File: src/rtl/uart_alu_cmd_sender_if.sv
// Command and UART-FIFO signal bundle for the ALU command sender.
// The master modport is the sender; the slave modport is the host controller plus the UART FIFOs.
interface uart_alu_cmd_sender_if #(
   parameter int DATA_BITS   = 8,
   parameter int OPCODE_BITS = 6
);
   logic                   cmd_valid;
   logic                   cmd_ready;
   logic [DATA_BITS-1:0]   op_a;
   logic [DATA_BITS-1:0]   op_b;
   logic [OPCODE_BITS-1:0] op_code;
   logic [DATA_BITS-1:0]   w_data;
   logic                   wr_uart;
   logic                   tx_full;
   logic [DATA_BITS-1:0]   r_data;
   logic                   rx_empty;
   logic                   rd_uart;
   logic [DATA_BITS-1:0]   result;
   logic                   result_valid;
   logic                   timeout;
   logic                   busy;

   modport master (
      input  cmd_valid, op_a, op_b, op_code, tx_full, r_data, rx_empty,
      output cmd_ready, w_data, wr_uart, rd_uart, result, result_valid, timeout, busy
   );

   modport slave (
      output cmd_valid, op_a, op_b, op_code, tx_full, r_data, rx_empty,
      input  cmd_ready, w_data, wr_uart, rd_uart, result, result_valid, timeout, busy
   );
endinterface

File: src/rtl/uart_alu_cmd_sender.sv
// Host-side ALU command initiator: sends A, B, OPCODE bytes to the UART TX FIFO,
// then waits (bounded) for one result byte from the RX FIFO.
module uart_alu_cmd_sender #(
   parameter int DATA_BITS      = 8,
   parameter int OPCODE_BITS    = 6,
   parameter int TIMEOUT_CYCLES = 2000000
) (
   input  logic                   i_clk,
   input  logic                   i_reset,
   uart_alu_cmd_sender_if.master  bus
);
   localparam int CNT_W = $clog2(TIMEOUT_CYCLES + 1);
   localparam logic [CNT_W-1:0] CNT_TERM = CNT_W'(TIMEOUT_CYCLES - 1);
   localparam logic [CNT_W-1:0] CNT_MAX  = CNT_W'(TIMEOUT_CYCLES);

   typedef enum logic [2:0] {
      IDLE,
      SEND_A,
      SEND_B,
      SEND_OP,
      WAIT_RESP,
      DONE
   } state_t;

   state_t               state_reg;
   logic [DATA_BITS-1:0] a_reg;
   logic [DATA_BITS-1:0] b_reg;
   logic [DATA_BITS-1:0] op_reg;
   logic [CNT_W-1:0]     cnt_reg;
   logic [DATA_BITS-1:0] result_reg;
   logic                 result_valid_reg;
   logic                 timeout_reg;

   always_ff @(posedge i_clk or posedge i_reset) begin
      if (i_reset) begin
         state_reg        <= IDLE;
         a_reg            <= '0;
         b_reg            <= '0;
         op_reg           <= '0;
         cnt_reg          <= '0;
         result_reg       <= '0;
         result_valid_reg <= 1'b0;
         timeout_reg      <= 1'b0;
      end else begin
         result_valid_reg <= 1'b0;
         timeout_reg      <= 1'b0;
         case (state_reg)
            IDLE: begin
               // Stale RX bytes keep the block not-ready; they are popped combinationally.
               if (bus.rx_empty && bus.cmd_valid) begin
                  a_reg     <= bus.op_a;
                  b_reg     <= bus.op_b;
                  op_reg    <= DATA_BITS'(bus.op_code);
                  state_reg <= SEND_A;
               end
            end
            SEND_A: if (!bus.tx_full) state_reg <= SEND_B;
            SEND_B: if (!bus.tx_full) state_reg <= SEND_OP;
            SEND_OP: begin
               if (!bus.tx_full) begin
                  cnt_reg   <= '0;
                  state_reg <= WAIT_RESP;
               end
            end
            WAIT_RESP: begin
               // An arriving byte takes priority over the terminal count.
               if (!bus.rx_empty) begin
                  result_reg       <= bus.r_data;
                  result_valid_reg <= 1'b1;
                  state_reg        <= DONE;
               end else if (cnt_reg == CNT_TERM) begin
                  timeout_reg <= 1'b1;
                  state_reg   <= IDLE;
               end else if (cnt_reg != CNT_MAX) begin
                  cnt_reg <= cnt_reg + CNT_W'(1);
               end
            end
            DONE:    state_reg <= IDLE;
            default: state_reg <= IDLE;
         endcase
      end
   end

   always_comb begin
      bus.w_data    = '0;
      bus.wr_uart   = 1'b0;
      bus.rd_uart   = 1'b0;
      bus.cmd_ready = 1'b0;
      case (state_reg)
         IDLE: begin
            bus.rd_uart   = ~bus.rx_empty;
            bus.cmd_ready = bus.rx_empty;
         end
         SEND_A: begin
            bus.w_data  = a_reg;
            bus.wr_uart = ~bus.tx_full;
         end
         SEND_B: begin
            bus.w_data  = b_reg;
            bus.wr_uart = ~bus.tx_full;
         end
         SEND_OP: begin
            bus.w_data  = op_reg;
            bus.wr_uart = ~bus.tx_full;
         end
         WAIT_RESP: bus.rd_uart = ~bus.rx_empty;
         default: ;
      endcase
   end

   assign bus.result       = result_reg;
   assign bus.result_valid = result_valid_reg;
   assign bus.timeout      = timeout_reg;
   assign bus.busy         = (state_reg != IDLE);

endmodule

File: src/flat_wrapper.sv
// flat-port wrapper written by rule: the top's interface ports become plain ports
module uart_alu_cmd_sender_flat 
#(
   parameter int DATA_BITS      = 8,
   parameter int OPCODE_BITS    = 6,
   parameter int TIMEOUT_CYCLES = 2000000
)
  (i_clk, i_reset, bus_cmd_valid, bus_op_a, bus_op_b, bus_op_code, bus_tx_full, bus_r_data, bus_rx_empty, bus_cmd_ready, bus_w_data, bus_wr_uart, bus_rd_uart, bus_result, bus_result_valid, bus_timeout, bus_busy);
  uart_alu_cmd_sender_if #(.DATA_BITS(DATA_BITS), .OPCODE_BITS(OPCODE_BITS)) bus_i ();
  input  logic i_clk;
  input  logic i_reset;
  input wire logic [$bits(bus_i.cmd_valid)-1:0] bus_cmd_valid;
  input wire logic [$bits(bus_i.op_a)-1:0] bus_op_a;
  input wire logic [$bits(bus_i.op_b)-1:0] bus_op_b;
  input wire logic [$bits(bus_i.op_code)-1:0] bus_op_code;
  input wire logic [$bits(bus_i.tx_full)-1:0] bus_tx_full;
  input wire logic [$bits(bus_i.r_data)-1:0] bus_r_data;
  input wire logic [$bits(bus_i.rx_empty)-1:0] bus_rx_empty;
  output wire logic [$bits(bus_i.cmd_ready)-1:0] bus_cmd_ready;
  output wire logic [$bits(bus_i.w_data)-1:0] bus_w_data;
  output wire logic [$bits(bus_i.wr_uart)-1:0] bus_wr_uart;
  output wire logic [$bits(bus_i.rd_uart)-1:0] bus_rd_uart;
  output wire logic [$bits(bus_i.result)-1:0] bus_result;
  output wire logic [$bits(bus_i.result_valid)-1:0] bus_result_valid;
  output wire logic [$bits(bus_i.timeout)-1:0] bus_timeout;
  output wire logic [$bits(bus_i.busy)-1:0] bus_busy;
  assign bus_i.cmd_valid = bus_cmd_valid;
  assign bus_i.op_a = bus_op_a;
  assign bus_i.op_b = bus_op_b;
  assign bus_i.op_code = bus_op_code;
  assign bus_i.tx_full = bus_tx_full;
  assign bus_i.r_data = bus_r_data;
  assign bus_i.rx_empty = bus_rx_empty;
  assign bus_cmd_ready = bus_i.cmd_ready;
  assign bus_w_data = bus_i.w_data;
  assign bus_wr_uart = bus_i.wr_uart;
  assign bus_rd_uart = bus_i.rd_uart;
  assign bus_result = bus_i.result;
  assign bus_result_valid = bus_i.result_valid;
  assign bus_timeout = bus_i.timeout;
  assign bus_busy = bus_i.busy;
  uart_alu_cmd_sender #(.DATA_BITS(DATA_BITS), .OPCODE_BITS(OPCODE_BITS), .TIMEOUT_CYCLES(TIMEOUT_CYCLES)) u_core (.i_clk(i_clk), .i_reset(i_reset), .bus(bus_i));
endmodule
File: config.mk
export PLATFORM = sky130hd
export DESIGN_NAME = uart_alu_cmd_sender_flat
export DESIGN_NICKNAME = d
export VERILOG_FILES = /design/src/rtl/uart_alu_cmd_sender_if.sv /design/src/rtl/uart_alu_cmd_sender.sv /design/src/flat_wrapper.sv
export SDC_FILE = /design/constraint.sdc
export NUM_CORES = 1
export LEC_CHECK = 0
export BUFFER_PORTS_ARGS = -buffer_cell sky130_fd_sc_hd__buf_4
export CELL_PAD_IN_SITES_DETAIL_PLACEMENT = 1
export CELL_PAD_IN_SITES_GLOBAL_PLACEMENT = 2
export CORE_UTILIZATION = 38
export CTS_CLUSTER_DIAMETER = 60
export CTS_CLUSTER_SIZE = 20
export DETAILED_ROUTE_END_ITERATION = 10
export PLACE_DENSITY_LB_ADDON = 0.15
export RECOVER_POWER = 25
export SETUP_SLACK_MARGIN = 0.3
export SLEW_MARGIN = 20
export SYNTH_ARGS = -nofsm -noshare
export SYNTH_HDL_FRONTEND = slang
export SYNTH_SLANG_ARGS = --single-unit
export TNS_END_PERCENT = 10
File: constraint.sdc
create_clock -name i_clk -period 4.1 [get_ports i_clk]
set_input_delay 0.82 -clock i_clk [delete_from_list [all_inputs] [get_ports i_clk]]
set_output_delay 0.82 -clock i_clk [all_outputs]
set_load 0.02 [all_outputs]
==> flow_metrics.env <==
export IMPL_max_freq_mhz=346
export IMPL_final_min_clock_period_ns=2.89
export IMPL_first_pass_iters=4
export IMPL_routedWlPerCell_um=17.3
export IMPL_num_vias=2288
export IMPL_area_growth_pct=19.3
export IMPL_die_height_um=89.4
export IMPL_final_cell_area_mm2=0.00347
export IMPL_worst_pin_slew_ns=1.74
export IMPL_grt_antenna_before_repair=0
export IMPL_avgViaCountPerCell=5.51
export IMPL_fin_ws_ns=1.21
export IMPL_dp_cells=407
export IMPL_total_placed_instance_area_mm2=0.00338
export IMPL_yosysSeqAreaShare_pct=48.2
export IMPL_relSlewSlack_pct=-15.8
export IMPL_maxCapViolCount=1
export IMPL_totalWireLength_um=7180
export IMPL_tritoncts_num_buffers=5
export IMPL_drt_iter0_drcs=113
export IMPL_fin_util_pct=47.3
export IMPL_post_synth_cell_area_avg_um2=10.9
export IMPL_dominant_synthesized_flop_cell="dfrtp_1"
export IMPL_worst_ep_required_time_ns=4.21
export IMPL_fin_setup_tns_ns=0
export IMPL_rows=31
export IMPL_tritoncts_clock_tree="built"
export IMPL_maxSlewViolCount=31
export IMPL_post_synth_top_area_fraction_pct=48.2
export IMPL_crit_type="input port to asynchronous set/reset pin"
export IMPL_multi_input_comb_area_mm2=0.00140
export IMPL_power_net_switching_mw=0.747
export IMPL_floorplan_initialDensity_pct=39.6
export IMPL_post_route_cells_drive_above_1_share_pct=34.8
export IMPL_synth_seq_cells=56
export IMPL_grt_setup_unrepaired="false"
export IMPL_final_hold_violation_count=0
export IMPL_synth_fa_ha_area_share_pct=0.861
export IMPL_ctsHoldBuffers=0
export IMPL_synthMostInstantiatedCell="dfrtp_1"
export IMPL_clock_path_buffers=2
export IMPL_dp_final_hpwl_um=5150
export IMPL_max_vdd_ir_drop_v=0.000262
export IMPL_worst_ep_arrival_time_ns=3.01
export IMPL_clk_pin_slew_ns=0.10
export IMPL_outcome="finished, violations left"
export IMPL_synth_top_cells_by_count="dfrtp_1 (56), mux2_2 (37), nor2_1 (20), nand2_1 (14), nand3_1 (12)"
export IMPL_critical_path_max_fanout=30
export IMPL_violations_in_the_final_reports="max-capacitance violations, max-slew violations"
export IMPL_port_buffers=56
export IMPL_synth_warnings=0
export IMPL_synth_mux_area_fraction_pct=15.7
export IMPL_syn_area_mm2=0.00291
export IMPL_synthesized_instance_count=267
export IMPL_crit_path_start_kind="input port"
export IMPL_synth_edff_count=0
export IMPL_clkSinkCount=56
export IMPL_seq_power_share_pct=44.0
export IMPL_synthDominantAreaCellType="dfrtp_1"
export IMPL_synthDistinctLibCells=45
export IMPL_comb_power_share_pct=40.1
export IMPL_final_min_period_over_clock_period_pct=70.5
export IMPL_fill_cells=809
export IMPL_largest_register_ffs=21
export IMPL_num_nets_final=352
export IMPL_floorplan_io_pins=57
export IMPL_clock_tree_htree_level_count=2
export IMPL_timing_critical_path_to_type="asynchronous set/reset pin"
export IMPL_core_region_area_mm2=0.00733
export IMPL_parity_gate_share_of_the_synthesized_area_counting_xor_and_xnor_cells_pct=0.603
export IMPL_synthSimpleGateAreaFrac_pct=20.5
export IMPL_p_leak_nw=1.52
export IMPL_routabilityCongestion=0.767
export IMPL_worst_skew_pair_late_latency_ns=0.32
export IMPL_post_layout_nonfiller_instances=415
export IMPL_clockRootBuffer="clkbuf_8"
export IMPL_power_density_mw_per_mm2=580
export IMPL_hold_path_class="flop to flop"
export IMPL_total_global_route_track_usage_pct=19.4
export IMPL_ant_nets=0
export IMPL_post_synthesis_compound_gate_area_fraction_pct=10.4
export IMPL_cts_resized=0
export IMPL_design_die_area_mm2=0.00800
export IMPL_drc_violations=0
export IMPL_synthTopCellsByArea="dfrtp_1 (48%), mux2_2 (14%), nor2_1 (2.6%)"
export IMPL_power_switching_fraction_pct=37.2
export IMPL_grt_first_pass_wirelength_um=11700
export IMPL_share_of_async_settable_or_async_resettable_flops_after_synthesis_pct=100
export IMPL_part_of_the_total_power_dissipated_in_the_clock_network_pct=15.9
export IMPL_seq_area_mm2=0.00140
export IMPL_pre_cts_slack_ns=1.27
export IMPL_cellInternalPower_mw=1.26
export IMPL_synth_top_family_by_area="simple AND/OR/NAND/NOR gates"
export IMPL_fp_dieW_um=89.4
export IMPL_setup_viol=0
export IMPL_maximum_clock_skew_at_final_layout_ns=0.00747
export IMPL_grt_pass1_vias=2371
export IMPL_post_cts_setup_buffers=0
export IMPL_global_route_overflow_total=0
export IMPL_n_antenna_cell=0
export IMPL_grt_max_degree=31
export IMPL_net_count_of_the_mapped_netlist=304
export IMPL_rrSetupSlack_ns=1.26
[through the flow]
stage,hold slack (ns),power [mW]
floorplan,0.474,1.42
global route,0.541,2.15
CTS,0.520,2.05
finish,0.514,2.01
global placement,0.485,1.69
detailed placement,0.495,1.72
[worst paths after layout]
kind	start	endpoint	depth (start not counted)
setup / recovery	i_reset	u_core.state_reg[1]	3
hold / removal	u_core.op_reg[1]	u_core.op_reg[1]	1
setup reg to reg	u_core.cnt_reg[0]	u_core.cnt_reg[0]	6
hold reg to reg	u_core.op_reg[1]	u_core.op_reg[1]	1
max in group i_clk	u_core.state_reg[0]	bus_w_data[6]	4
min in group asynchronous	i_reset	u_core.bus.result[2]	2
[critical path: stages]
cell,delay [ns]
clkbuf_4,0.11
inv_1,0.74
clkbuf_1,1.33
[power by group through the flow]
stage	clock network (mW)	logic, mW	registers (mW)
global route	0.346	0.882	0.918
CTS	0.337	0.820	0.889
finish	0.319	0.806	0.884
floorplan	0	0.566	0.849
detailed placement	0	0.818	0.898
global placement	0	0.803	0.889
[cell families after synthesis]
| logic type | Yosys count |
|---|---|
| buf+inv | 22 |
| mux | 41 |
| flops | 56 |
| compound gates | 38 |
| simple gates | 106 |
| fa+ha+maj | 2 |
| xor+xnor | 2 |
[cells in the final DEF (no fill, tap or decap), types with 2 or more instances in the layout]
cell       n
a21bo_2    3
mux2i_1    4
mux2_2    37
a211o_1    2
dfrtp_1   56
nor4_1    10
o21ai_0    4
nor3_1     9
nand2b_1   2
a21oi_1    3
nor4b_1    5
a221o_1    6
nor2_1    20
inv_1      5
clkinv_4   2
nand3_1   12
a22oi_1    7
or3_1      2
nand4_1    8
o22a_1     5
ha_1       2
nand3b_1   4
clkbuf_8   5
nand2_1   14
a21o_1     2
buf_4     56
nor3b_1    2
and2_1     3
and3_1     4
a22o_1     2
nor2b_1    6
[per-layer routing]
layer	part of all wire, %	global-route usage, %	vias to the layer above	routed length [um]
li1	-	-	1077	-
met4	0.88	4.76	0	63
met3	4.1	4.16	6	293
met2	50	34.2	46	3580
met5	0	0	-	0
met1	45	24.3	1159	3240
[area by class of cell]
| cell class | instances | area share, % |
|---|---|---|
| multi-input combinational | 189 | 40.3 |
| timing repair buffer | 58 | 12.5 |
| tap | 99 | 3.57 |
| clock buffer | 5 | 1.98 |
| clock inverter | 3 | 0.758 |
| inverter | 5 | 0.541 |
| sequential | 56 | 40.4 |
Note: power is estimated with default switching activity, not from simulation.
